==> src/rtl/tank_controller.sv <==
// Grid-locked tank movement controller.
// Steps the tank one 32-pixel cell at a time on frame ticks.
module tank_controller #(
    parameter logic [9:0] START_X   = 10'd32,
    parameter logic [9:0] START_Y   = 10'd32,
    parameter logic [9:0] STEP      = 10'd2,
    parameter logic [7:0] KEY_UP    = 8'h1A,
    parameter logic [7:0] KEY_DOWN  = 8'h16,
    parameter logic [7:0] KEY_LEFT  = 8'h04,
    parameter logic [7:0] KEY_RIGHT = 8'h07
) (
    input  logic       Clk,
    input  logic       Reset,
    input  logic       frame_clk,
    input  logic [7:0] keycode,
    output logic [9:0] TankX,
    output logic [9:0] TankY,
    output logic [1:0] TankDir,
    output logic       Moving
);

    localparam logic [9:0] CELL  = 10'd32;
    localparam logic [9:0] X_MAX = 10'd608;
    localparam logic [9:0] Y_MAX = 10'd448;

    localparam logic [1:0] DIR_UP    = 2'd0;
    localparam logic [1:0] DIR_RIGHT = 2'd1;
    localparam logic [1:0] DIR_DOWN  = 2'd2;
    localparam logic [1:0] DIR_LEFT  = 2'd3;

    typedef enum logic {
        IDLE = 1'b0,
        MOVE = 1'b1
    } state_t;

    // Frame strobe synchroniser and edge detector
    logic sync1_q;
    logic sync2_q;
    logic prev_q;
    logic val1_q;
    logic val2_q;
    logic armed_q;
    logic tick;

    // val1/val2 mark when sync2 carries a real sample after reset;
    // armed means the strobe has been seen low since reset.
    always_ff @(posedge Clk or posedge Reset) begin
        if (Reset) begin
            sync1_q <= 1'b0;
            sync2_q <= 1'b0;
            prev_q  <= 1'b0;
            val1_q  <= 1'b0;
            val2_q  <= 1'b0;
            armed_q <= 1'b0;
        end else begin
            sync1_q <= frame_clk;
            sync2_q <= sync1_q;
            prev_q  <= sync2_q;
            val1_q  <= 1'b1;
            val2_q  <= val1_q;
            armed_q <= armed_q | (val2_q & ~sync2_q);
        end
    end

    assign tick = armed_q & sync2_q & ~prev_q;

    // Movement state
    state_t     state_q, state_d;
    logic [9:0] x_q, x_d;
    logic [9:0] y_q, y_d;
    logic [1:0] dir_q, dir_d;
    logic       moving_q, moving_d;

    // Keycode decode
    logic       key_valid;
    logic [1:0] key_dir;

    // Map the pressed key to a direction; anything else is no key
    always_comb begin
        key_valid = 1'b0;
        key_dir   = DIR_UP;
        unique case (1'b1)
            (keycode == KEY_UP): begin
                key_valid = 1'b1;
                key_dir   = DIR_UP;
            end
            (keycode == KEY_RIGHT): begin
                key_valid = 1'b1;
                key_dir   = DIR_RIGHT;
            end
            (keycode == KEY_DOWN): begin
                key_valid = 1'b1;
                key_dir   = DIR_DOWN;
            end
            (keycode == KEY_LEFT): begin
                key_valid = 1'b1;
                key_dir   = DIR_LEFT;
            end
            default: begin
                key_valid = 1'b0;
                key_dir   = DIR_UP;
            end
        endcase
    end

    // Whether the neighbouring cell in key_dir is on the grid
    logic can_move;

    // Position is cell-aligned here, so checking one cell ahead
    // keeps the whole move inside the grid without any wrap.
    always_comb begin
        can_move = 1'b0;
        unique case (key_dir)
            DIR_UP:    can_move = (y_q >= CELL);
            DIR_RIGHT: can_move = (x_q <= X_MAX - CELL);
            DIR_DOWN:  can_move = (y_q <= Y_MAX - CELL);
            DIR_LEFT:  can_move = (x_q >= CELL);
            default:   can_move = 1'b0;
        endcase
    end

    // One STEP towards the active direction and the alignment test
    logic [1:0] step_dir;
    logic [9:0] step_x;
    logic [9:0] step_y;
    logic       aligned;

    // New cells use the key; moves in progress use stored facing
    always_comb begin
        step_dir = (state_q == IDLE) ? key_dir : dir_q;
        step_x   = x_q;
        step_y   = y_q;
        unique case (step_dir)
            DIR_UP:    step_y = y_q - STEP;
            DIR_RIGHT: step_x = x_q + STEP;
            DIR_DOWN:  step_y = y_q + STEP;
            DIR_LEFT:  step_x = x_q - STEP;
            default: begin
                step_x = x_q;
                step_y = y_q;
            end
        endcase
        if (step_dir == DIR_UP || step_dir == DIR_DOWN) begin
            aligned = (step_y[4:0] == 5'd0);
        end else begin
            aligned = (step_x[4:0] == 5'd0);
        end
    end

    // Next-state and next-output logic, evaluated only on ticks
    always_comb begin
        state_d = state_q;
        x_d     = x_q;
        y_d     = y_q;
        dir_d   = dir_q;
        if (tick) begin
            unique case (state_q)
                IDLE: begin
                    if (key_valid) begin
                        dir_d = key_dir;
                        if (can_move) begin
                            x_d     = step_x;
                            y_d     = step_y;
                            state_d = aligned ? IDLE : MOVE;
                        end
                    end
                end
                MOVE: begin
                    x_d = step_x;
                    y_d = step_y;
                    if (aligned) begin
                        state_d = IDLE;
                    end
                end
                default: state_d = IDLE;
            endcase
        end
        moving_d = (state_d == MOVE);
    end

    // State and output registers
    always_ff @(posedge Clk or posedge Reset) begin
        if (Reset) begin
            state_q  <= IDLE;
            x_q      <= START_X;
            y_q      <= START_Y;
            dir_q    <= DIR_UP;
            moving_q <= 1'b0;
        end else begin
            state_q  <= state_d;
            x_q      <= x_d;
            y_q      <= y_d;
            dir_q    <= dir_d;
            moving_q <= moving_d;
        end
    end

    assign TankX   = x_q;
    assign TankY   = y_q;
    assign TankDir = dir_q;
    assign Moving  = moving_q;

endmodule
==> config.mk <==
export PLATFORM = sky130hd
export DESIGN_NAME = tank_controller
export DESIGN_NICKNAME = d
export VERILOG_FILES = /design/src/rtl/tank_controller.sv
export SDC_FILE = /design/constraint.sdc
export NUM_CORES = 1
export LEC_CHECK = 0
export BUFFER_PORTS_ARGS = -buffer_cell sky130_fd_sc_hd__buf_2
export CAP_MARGIN = 10
export CORE_MARGIN = 5
export CORE_UTILIZATION = 60
export CTS_CLUSTER_DIAMETER = 60
export DETAILED_ROUTE_END_ITERATION = 10
export PLACE_DENSITY = 0.85
export RECOVER_POWER = 25
export SLEW_MARGIN = 20
export SYNTH_ARGS = -nofsm -noshare
export SYNTH_HDL_FRONTEND = slang
export SYNTH_SLANG_ARGS = --single-unit
export TNS_END_PERCENT = 50
==> constraint.sdc <==
create_clock -name Clk -period 7.6 [get_ports Clk]
set_clock_uncertainty 0.15 [all_clocks]
set_input_delay 1.52 -clock Clk [delete_from_list [all_inputs] [get_ports Clk]]
set_output_delay 1.52 -clock Clk [all_outputs]
set_load 0.005 [all_outputs]
# Yosys cells after proc, flatten, opt, wreduce, memory -nomap -nowiden
# Cells that the tools add are included.
# word_totals
mem_bits_rw,0
romBits,0
input_bits,11
regBits,29
n_memories,0
latch_bits,0
out_inout_bits,23
# op_classes
n_div,0
n_mul,0
n_eq_ne,12
bitwise,7
n_reduce_logical,8
magnitude_cmp,4
shift,0
mux,17
n_addsub,4
# ops
op,n
10-bit one-hot mux with 2 select lines,4
10-bit 2-to-1 mux,4
"10-bit by 2-bit adder with 10-bit output, second input constant",2
"10-bit by 6-bit >= comparator with 1-bit output, second input constant",2
"10-bit by 2-bit subtractor with 10-bit output, second input constant",2
"8-bit by 3-bit == test with 1-bit output, second input constant",2
"8-bit by 5-bit == test with 1-bit output, second input constant",2
"10-bit <= comparator, second input constant",1
"10-bit by 9-bit <= comparator with 1-bit output, second input constant",1
5-bit logical NOT,2
"2-bit == test, second input constant",4
2-bit one-hot mux with 3 select lines,1
3-bit AND reduction,2
1-bit 2-to-1 mux,5
"2-bit by 1-bit == test with 1-bit output, second input constant",2
2-bit logical NOT,2
"2-bit != test, second input constant",2
1-bit one-hot mux with 4 select lines,1
4-bit OR reduction,1
1-bit bitwise AND,3
1-bit NOT,3
2-bit 2-to-1 mux,1
1-bit one-hot mux with 2 select lines,1
1-bit logical OR,1
1-bit bitwise OR,1

# Longest topological paths before layout
# logic_depth
depth_word,11
depth_mapped,14

# Worst setup path before layout
# Ideal clock, no wire load.
# synth_path
kind,input port to flip-flop
start,input keycode[5]
end,register x_q[9] (netlist: TankX[9])
setup_time_ps,125
cell_stages,14
path_slack_ps,2908
arrival_ps,4417
path_cell_list,or3_1 -> or4_1 -> buf_2 -> o21ai_0 -> nand2_1 -> inv_1 -> ha_1 -> nor2b_1 -> o21ai_0 -> a21oi_1 -> o41ai_1 -> xnor2_1 -> nand2_2 -> xnor2_2
# synth_via
elab_chain_cells,8
elab_cells_between_ends,22
classes_between,eq/ne (11); mux (8); reduce/logical (3)
# synth_lines
item,line_no,text
"start, declared",15,"input logic [7:0] keycode,"
8-bit by 3-bit == test with 1-bit output (tied with other cells),95,(keycode == KEY_LEFT): begin
2-bit one-hot mux with 3 select lines,82,unique case (1'b1)
2-bit 2-to-1 mux,130,step_dir = (state_q == IDLE) ? key_dir : dir_q;
2-bit == test or 2-bit by 1-bit == test with 1-bit output (tied branches),133,unique case (step_dir)
10-bit one-hot mux with 2 select lines,133,
10-bit 2-to-1 mux,161,if (can_move) begin
10-bit 2-to-1 mux,159,if (key_valid) begin
10-bit one-hot mux with 2 select lines,157,unique case (state_q)
"end signal, assigned",185,x_q <= START_X;
"end signal, assigned",191,x_q <= x_d;
"end, declared",69,"logic [9:0] x_q, x_d;"
# Several ways; a longest one is shown, not always the timed one. The select of a mux whose other input is x is not followed.
# A chain may end at the register's enable or synchronous reset.

# Worst setup path in the final report
# layout_path
start,input keycode[0]
end,register x_q[9] (netlist: TankX[9])
# The elaborated chain is that of the path after synthesis.

==> run_results.csv <==
group,metric,value,unit
critical_path,end_kind,"register",
finish,drive_above_1_share,0.2593,
finish,finalNetCount,244,
clocking,numCtsBuffers,3,
timing,grt_setup_unrepaired,"false",
synthesis,synth_common_cells,"dfrtp_1, nor2_1, xnor2_1, a21oi_1, ha_1",
grt,met2_usage,0.3097,
critical_path,worstSetupPathType,"in2reg",
grt,grt_start_max_net_pins,28,
outcome,status,"finished, final reports clean",
synthesis,synth_cells,186,
clocking,cts_root_buf,"clkbuf_4",
synthesis,yosysWarnings,0,
synthesis,async_reset_ff_frac,1.000,
pwr,p_leak,0.9327,nW
clocking,cts_hold_buffers,0,
placed_design,dp_hpwl,2838,µm
synthesis,ys_types,47,
grt,grt_usage,0.1886,
timing,worst_slew_pin_slew,1.002,ns
route,drt_iter0_markers,97,
grt,antenna_found_initial,0,
grt,grt-busiest-layer,"met2",
die,initial_core_util,0.6163,
timing,max_freq,194.8,MHz
timing,period_needed,5.134,ns
synthesis,synth-edff-count,0,
clocking,clock_sinks,27,
placed_design,gp_congestion,0.8075,
route,drc,0,
route,vias,1435,
critical_path,crit_chain,"buf_2, nor4_1, nand3_1, o21ai_0, nand2_1, inv_1, ha_1, nor2b_1, o21ai_0, a21oi_1, o41ai_1, xnor2_1, nand2_2, xnor2_2",
critical_path,worst-path-max-fanout,7,
grt,first_global_vias,1403,
synthesis,avgSynthCellArea,9.949,µm²
clocking,cts_max_path_buffers,2,
min_path,hold_class,"reg2reg",
grt,grt_util_met3,0.02735,
timing,finalSetupViolations,0,
finish,fillers,235,
critical_path,max_stage_delay,0.62,ns
die,die_width,65.54,µm
clocking,tritoncts,"done",
clocking,cts-resized-gates,0,
critical_path,crit_family,"compound AO/OA/AOI/OAI gates",
clocking,h-tree-depth,1,
timing,finalHoldViolCount,0,
route,wl_per_cell,14.52,µm
critical_path,crit_buf_inv,2,
synthesis,synth_top_area_frac,0.3381,
finish,multiInputGateArea,1101,µm²
grt,overflow,0,
clocking,cts_setup_buffers,0,
placed_design,io_buffers,31,
clocking,clk_pin_slew,0.14,ns
synthesis,ys.flop_type,"dfrtp_1",
synthesis,seq_area_frac_synth,0.3665,
finish,n_antenna_cell,0,
synthesis,yosysMostFrequentCell,"dfrtp_1",
die,die_h,65.54,µm
grt,grt_pass1_wl,6389,µm
synthesis,ys_seq_elements,27,
pwr,ir_worst_vdd,176.2,µV
finish,finish.utilization,0.6746,
route,routed_via_density,5.763,
timing,setup_tns,0,ns
clocking,clk_latency,0.32,ns
route,dr.pass1.iters,4,
critical_path,critPathArrivalTime,5.21,ns
pwr,p_per_area,250.0,nW/µm²
die,rows,20,
synthesis,syn_area,1851,µm²
critical_path,crit_slowest_cell,"nor4_1",
synthesis,yosys.area.top_type,"dfrtp_1",
die,pin_count,34,
timing,finalCritPeriodShare,0.6755,
critical_path,crit_path_frequent_cell,"o21ai_0",
die,design.core.area,3003,µm²
synthesis,synth_area_leaders,"dfrtp_1, ha_1, xnor2_1",
route,ant_nets,0,
finish,syn_to_final_growth,9.466,%
route,wirelength,3615,µm
grt,grt_use_met1,0.2610,
critical_path,worstPathRequired,7.68,ns
critical_path,cp-start-kind,"primary input",
timing,final_max_slew_viol_count,0,
run,drv_cap,0,
finish,regArea,678.2,µm²
die,die-area,4295,µm²
timing,slew_headroom,0.3311,
## report_power, final
group          internal [mW]  switching, mW
Combinational          0.118          0.112
Sequential             0.173         0.0408
Clock                 0.0198         0.0430
Total                  0.311          0.196
## kinds of logic after synthesis
| group | count (synthesis) | synth area share |
|---|---|---|
| buffers and inverters | 12 | 0.04056 |
| and+or+nand+nor | 56 | 0.1555 |
| adders and majority gates | 16 | 0.1163 |
| AOI/OAI and AO/OA | 43 | 0.1555 |
| muxes | 9 | 0.05815 |
| DFF | 27 | 0.3665 |
| other | 2 | 0.004058 |
| xor gates and xnor gates | 21 | 0.1035 |
## flip-flops by register name, summed over array words and instances (netlist names)
register / count
sync2_q: 1
Moving: 1
TankX: 9
val2_q: 1
TankY: 9
val1_q: 1
armed_q: 1
TankDir: 2
sync1_q: 1
prev_q: 1
## worst register-to-register path, cell delays in order, from the launching register on
cell and delay, ns:
dfrtp_1 0.52, o21ai_0 0.58, nand2_1 0.20, inv_1 0.24, ha_1 0.31, nor2b_1 0.14
o21ai_0 0.30, a21oi_1 0.18, o41ai_1 0.34, xnor2_1 0.19, nand2_2 0.10, xnor2_2 0.17
## layout by cell type (no fill, tap or decap), drive strengths merged, types with 6 or more instances in the layout
master	count
a21oi	14
buf	31
dfrtp	25
ha	14
inv	6
mux2	8
nand2	12
nor2	16
o21ai	11
xnor2	16
## path summary, 6_finish.rpt
| kind | startpoint | end | slack (ns) | cells past startpoint |
|---|---|---|---|---|
| max | keycode[0] | TankX[9] | 2.47 | 14 |
| min | val1_q | val2_q | 0.22 | 0 |
| max reg2reg | Moving | TankX[9] | 4.10 | 11 |
| min reg2reg | val1_q | val2_q | 0.22 | 0 |
| max in group asynchronous | Reset | TankY[9] | 5.45 | 2 |
| min in group asynchronous | Reset | TankY[1] | 1.25 | 2 |
## stage by stage
| stage | instance area, µm² | instances | setup WS (ns) | hold slack (ns) | total power, mW |
|---|---|---|---|---|---|
| 6_report | 2026 | 249 | 2.466 | 0.2208 | 0.5064 |
| 5_1_grt | 2026 | 249 | 2.136 | 0.2383 | 0.5498 |
| 4_1_cts | 2026 | 249 | 2.500 | 0.2249 | 0.5101 |
| 3_5_place_dp | 1998 | 245 | 2.210 | 0.1913 | 0.4468 |
| 3_3_place_gp | 1998 | 245 | 2.353 | 0.1832 | 0.4407 |
| 2_1_floorplan | 1854 | 187 | 2.908 | 0.1812 | 0.3849 |
## layer usage
layer | vias up | wire (µm)
met4 | 0 | 40
met1 | 680 | 1718
met3 | 5 | 144
met2 | 26 | 1712
li1 | 724 | -
met5 | - | 0
## area by class of cell
class / count / area share
multi-input cells: 148 / 0.5435
clock buffers: 3 / 0.01112
inverters: 6 / 0.01112
clock inverters: 1 / 0.002471
flip-flops and latches: 27 / 0.3348
repair buffers: 31 / 0.07659
well taps: 33 / 0.02038
Power figures use the tool's default switching activity.
